<file path="config.mk">
export PLATFORM = sky130hd
export DESIGN_NAME = vga_pixel_stage
export DESIGN_NICKNAME = d
export VERILOG_FILES = /design/src/rtl/vga_pkg.sv /design/src/rtl/vga_delay_line.sv /design/src/rtl/vga_pixel_stage.sv
export SDC_FILE = /design/constraint.sdc
export NUM_CORES = 1
export LEC_CHECK = 0
export ABC_AREA = 1
export ABC_CLOCK_PERIOD_IN_PS = 1450
export BUFFER_PORTS_ARGS = -buffer_cell sky130_fd_sc_hd__buf_4
export CAP_MARGIN = 20
export CELL_PAD_IN_SITES_DETAIL_PLACEMENT = 0
export CELL_PAD_IN_SITES_GLOBAL_PLACEMENT = 1
export CORE_ASPECT_RATIO = 1.25
export CORE_MARGIN = 3
export CORE_UTILIZATION = 25
export DETAILED_ROUTE_END_ITERATION = 6
export GPL_TIMING_DRIVEN = 0
export PLACE_DENSITY = 0.59
export SLEW_MARGIN = 30
export SYNTH_ARGS = -nofsm -noshare
export SYNTH_HDL_FRONTEND = slang
export SYNTH_SLANG_ARGS = --single-unit
</file>
<file path="constraint.sdc">
create_clock -name clk -period 1.45 [get_ports clk]
set_input_delay 0.145 -clock clk [delete_from_list [all_inputs] [get_ports clk]]
set_output_delay 0.145 -clock clk [all_outputs]
set_load 0.03 [all_outputs]
</file>
<file path="src/rtl/vga_pkg.sv">
// Shared types and constants for the VGA pixel output path.
package vga_pkg;
  localparam int VGA_CH_W = 8;

  localparam bit SYNC_ACT_LOW  = 1'b0;
  localparam bit SYNC_ACT_HIGH = 1'b1;

  typedef struct packed {
    logic [VGA_CH_W-1:0] blue;
    logic [VGA_CH_W-1:0] green;
    logic [VGA_CH_W-1:0] red;
  } rgb_t;

  // {b,g,r} per bar, index 0 leftmost: white, yellow, cyan, green, magenta, red, blue, black
  localparam logic [7:0][2:0] BAR_TBL = {3'b000, 3'b100, 3'b001, 3'b101,
                                         3'b010, 3'b110, 3'b011, 3'b111};
endpackage

</file>
<file path="src/rtl/vga_delay_line.sv">
// Enabled shift register with synchronous reset to a fixed pattern; depth 0 is a wire.
module vga_delay_line #(
  parameter int             W       = 3,
  parameter int             DEPTH   = 2,
  parameter logic [W-1:0]   RST_VAL = '0
) (
  input  logic         clk,
  input  logic         reset,
  input  logic         en,
  input  logic [W-1:0] din,
  output logic [W-1:0] dout
);
  generate
    if (DEPTH == 0) begin : g_direct
      logic w_unused;
      assign w_unused = clk ^ reset ^ en;
      assign dout     = din;
    end else begin : g_sr
      logic [DEPTH-1:0][W-1:0] r_sr;
      always_ff @(posedge clk) begin
        if (reset) begin
          r_sr <= {DEPTH{RST_VAL}};
        end else if (en) begin
          r_sr[0] <= din;
          for (int i = 1; i < DEPTH; i++) r_sr[i] <= r_sr[i-1];
        end
      end
      assign dout = r_sr[DEPTH-1];
    end
  endgenerate
endmodule

</file>
<file path="src/rtl/vga_pixel_stage.sv">
// Registered VGA pixel output stage: sync/de alignment, blanking, channel order.
// Optional 8-bar test pattern when VGA_PIXEL_STAGE_TESTPAT_EN is defined.
module vga_pixel_stage
  import vga_pkg::*;
#(
  parameter int CH_W     = VGA_CH_W,
  parameter int SRC_LAT  = 2,
  parameter bit SYNC_POL = SYNC_ACT_LOW,
  parameter int BAR_W    = 80
) (
  input  logic              clk,
  input  logic              reset,
  input  logic              pix_en,
  input  logic              vid_on,
  input  logic              hsync_in,
  input  logic              vsync_in,
  input  logic [3*CH_W-1:0] color,
  input  logic              swap_rb,
  input  logic              test_mode,
  output logic [CH_W-1:0]   red,
  output logic [CH_W-1:0]   green,
  output logic [CH_W-1:0]   blue,
  output logic              hsync,
  output logic              vsync,
  output logic              de
);
  localparam logic [2:0] TAIL_RST = {1'b0, !SYNC_POL, !SYNC_POL};

  logic [2:0]          w_tail;  // {vid_on, hsync, vsync} aligned with color
  logic [3*CH_W-1:0]   w_src;
  logic [CH_W-1:0]     r_red, r_green, r_blue;
  logic                r_hs, r_vs, r_de;

  vga_delay_line #(.W(3), .DEPTH(SRC_LAT), .RST_VAL(TAIL_RST)) u_dly (
    .clk   (clk),
    .reset (reset),
    .en    (pix_en),
    .din   ({vid_on, hsync_in, vsync_in}),
    .dout  (w_tail)
  );

`ifdef VGA_PIXEL_STAGE_TESTPAT_EN
  localparam int CW = $clog2(8*BAR_W);
  logic [CW-1:0] r_cnt;
  logic [31:0]   w_q;
  logic [2:0]    w_bar, w_bits;

  // counts active pixels of the current line; held at max on overlong lines
  always_ff @(posedge clk) begin
    if (reset)               r_cnt <= '0;
    else if (pix_en) begin
      if (!w_tail[2])        r_cnt <= '0;
      else if (r_cnt != '1)  r_cnt <= r_cnt + 1'b1;
    end
  end

  assign w_q    = 32'(r_cnt) / 32'(BAR_W);
  assign w_bar  = (w_q > 32'd7) ? 3'd7 : w_q[2:0];
  assign w_bits = BAR_TBL[w_bar];
  assign w_src  = test_mode ? {{CH_W{w_bits[2]}}, {CH_W{w_bits[1]}}, {CH_W{w_bits[0]}}}
                            : color;
`else
  logic w_unused_tm;
  assign w_unused_tm = test_mode;
  assign w_src       = color;
`endif

  always_ff @(posedge clk) begin
    if (reset) begin
      r_red   <= '0;
      r_green <= '0;
      r_blue  <= '0;
      r_de    <= 1'b0;
      r_hs    <= !SYNC_POL;
      r_vs    <= !SYNC_POL;
    end else if (pix_en) begin
      r_de <= w_tail[2];
      r_hs <= w_tail[1];
      r_vs <= w_tail[0];
      if (!w_tail[2]) begin
        r_red   <= '0;
        r_green <= '0;
        r_blue  <= '0;
      end else begin
        r_green <= w_src[2*CH_W-1:CH_W];
        if (swap_rb) begin
          r_red  <= w_src[3*CH_W-1:2*CH_W];
          r_blue <= w_src[CH_W-1:0];
        end else begin
          r_blue <= w_src[3*CH_W-1:2*CH_W];
          r_red  <= w_src[CH_W-1:0];
        end
      end
    end
  end

  assign red   = r_red;
  assign green = r_green;
  assign blue  = r_blue;
  assign hsync = r_hs;
  assign vsync = r_vs;
  assign de    = r_de;
endmodule
</file>
==> impl_metrics.json <==
{
  "slowest_stage": "dfxtp_1",
  "dpl_cell_area_mm2": 0.00200,
  "final_net_count": 289,
  "outcome": "finished, final reports clean",
  "area_growth_pct": 37.2,
  "tns_ns": 0,
  "grt_overflow": 0,
  "max_slew.worst_pin.slew_ns": 0.312,
  "avgSynthCellArea_um2": 7.71,
  "relSlewSlack_pct": 79.2,
  "ant_nets": 0,
  "cp_num_buf_inv": 1,
  "ys_ff_latch": 33,
  "fin_area_mm2": 0.00207,
  "coreArea_mm2": 0.00582,
  "hpwlAfterDp_mm": 2.75,
  "yosys_warnings": 0,
  "ioPinCount": 59,
  "wl_per_cell_um": 11.6,
  "final_util_pct": 35.6,
  "criticalPathCategory": "reg2out",
  "cts_tree": "done",
  "holdBufCountCts": 0,
  "gp_congestion": 0.682,
  "grt_pass1_wl_mm": 6.14,
  "grt_pass1_vias": 1284,
  "slowest_delay_ns": 0.34,
  "power.leakage_uw": 0.000947,
  "cts.sinks": 33,
  "cts_buffers": 5,
  "vdd_ir_drop_max_uv": 271,
  "first_pass_iters": 4,
  "netlist_area_mm2": 0.00151,
  "path_delay_family": "flip-flops",
  "use_met1_pct": 14.7,
  "clock_skew_ns": 0.00193,
  "start_util_pct": 26.0,
  "drc": 0,
  "grt.total_usage_pct": 11.4,
  "crit_arrival_ns": 0.79,
  "clk_pin_slew_ns": 0.07,
  "setup_viol": 0,
  "crit_required_ns": 1.31,
  "hold_violations": 0,
  "end_kind": "output port",
  "drt_iter0_markers": 49,
  "cts_resized": 0,
  "gr-usage-met2_pct": 17.6,
  "antenna_cells": 0,
  "cts_root_buffer": "clkbuf_8",
  "finalPower_uw": 1900,
  "grt_use_met3_pct": 3.04,
  "cp_max_fo": 2,
  "antenna_found_initial": 0,
  "syn_nets": 228,
  "dp_slack_ns": 0.538,
  "num_vias": 1352,
  "postSynthCellCount": 196,
  "clkLatencyLatePin_ns": 0.28,
  "die_h_um": 92.9,
  "grt_max_degree": 11,
  "p_per_area_mw_per_mm2": 917,
  "cts.htree.levels": 2,
  "placementRows": 31,
  "fin_crit_ns": 0.936,
  "wl_mm": 3.74,
  "drive_above_1_share_pct": 39.1,
  "layout_setup_ws_ns": 0.514,
  "slew_violations": 0,
  "synth_cell_type_count": 16,
  "cts_setup_buffers": 0,
  "worst_setup_path_start_kind": "flip-flop",
  "yosysSeqAreaShare_pct": 43.7,
  "dieWidth_um": 75.5,
  "final.period_utilization_pct": 64.5,
  "crit_chain": "buf_4",
  "vias_per_cell": 4.20,
  "rsz0062_at_grt": "no",
  "cts_buffer_depth": 2,
  "die_area_mm2": 0.00701,
  "fmax_mhz": 1070,
  "numPortBuffers": 54,
  "drv_cap": 0,
  "hold_class": "in2reg",
  "grt_most_used_layer": "met2"
}
synthesized netlist by cell type:
master	count	area (µm²)
nand2_1	77	289
dfxtp_1	33	661
inv_1	17	63.8
a21oi_1	13	65.1
a21oi_2	12	105
nand3_2	12	120
nand3_1	10	50.1
buf_2	4	20.0
buf_4	4	30.0
nor2_1	4	15.0
buf_6	3	33.8
inv_2	2	7.51
o21ai_0	2	10.0
buf_12	1	20.0
clkinv_4	1	8.76
nand2_4	1	11.3
logic make-up (layout without fill, tap and decap cells):
family	after synthesis	count (layout)	share of synthesized area [%]
flip-flops	33	33	43.7
AND/OR/NAND/NOR	104	104	32.1
buffers and inverters	32	92	12.2
AO/OA/AOI/OAI	27	27	11.9
registers in the layout (all words and copies together) (netlist names):
register         flops
green                8
vsync                1
u_dly.dout           3
blue                 8
u_dly.g_sr.r_sr      3
red                  8
hsync                1
de                   1
power by group:
group | switching, µW | leakage (µW) | total [µW] | internal [µW]
combinational | 177 | 0.000639 | 311 | 134
clock | 318 | 0.0000399 | 633 | 316
sequential | 16.1 | 0.000269 | 955 | 939
final cells by class:
class | count | area, µm²
plain buffers | 12 | 104
clock buffers | 5 | 68.8
clock inverters | 1 | 5.00
fillers | 664 | 3750
inverters | 20 | 80.1
multi-input cells | 131 | 666
flip-flops and latches | 33 | 661
well taps | 66 | 82.6
repair buffers | 54 | 405
placed cells by master (no fill, tap or decap):
cell / synthesis / routed
nand3_1: 10 / 10
buf_4: 4 / 58
inv_1: 17 / 17
dfxtp_1: 33 / 33
clkinv_4: 1 / 1
clkinv_2: 0 / 1
a21oi_2: 12 / 12
nor2_1: 4 / 4
clkbuf_8: 0 / 5
o21ai_0: 2 / 2
buf_12: 1 / 1
nand3_2: 12 / 12
buf_2: 4 / 4
nand2_1: 77 / 77
inv_2: 2 / 2
a21oi_1: 13 / 13
buf_6: 3 / 3
nand2_4: 1 / 1
metal layers:
| layer | share of wire [%] | routed length (µm) |
|---|---|---|
| met2 | 47 | 1770 |
| met5 | 0 | 0 |
| met3 | 5.6 | 211 |
| met1 | 45 | 1690 |
| met4 | 2.0 | 74 |
through the flow:
stage / hold slack (ns) / instances
2_1_floorplan: 0.271 / 196
3_3_place_gp: 0.361 / 316
3_5_place_dp: 0.365 / 316
4_1_cts: 0.0717 / 322
5_1_grt: 0.0815 / 322
6_report: 0.0777 / 322
final timing paths:
| check | from | to | slack, ns | cells past startpoint |
|---|---|---|---|---|
| hold / removal | hsync_in | u_dly.g_sr.r_sr[1] | 0.08 | 3 |
| setup / recovery | red[6] | red[6] | 0.51 | 1 |
| hold reg to reg | u_dly.g_sr.r_sr[0] | u_dly.g_sr.r_sr[0] | 0.45 | 2 |
| setup reg to reg | u_dly.dout[2] | red[2] | 0.54 | 5 |
Power figures use the tool's default switching activity.
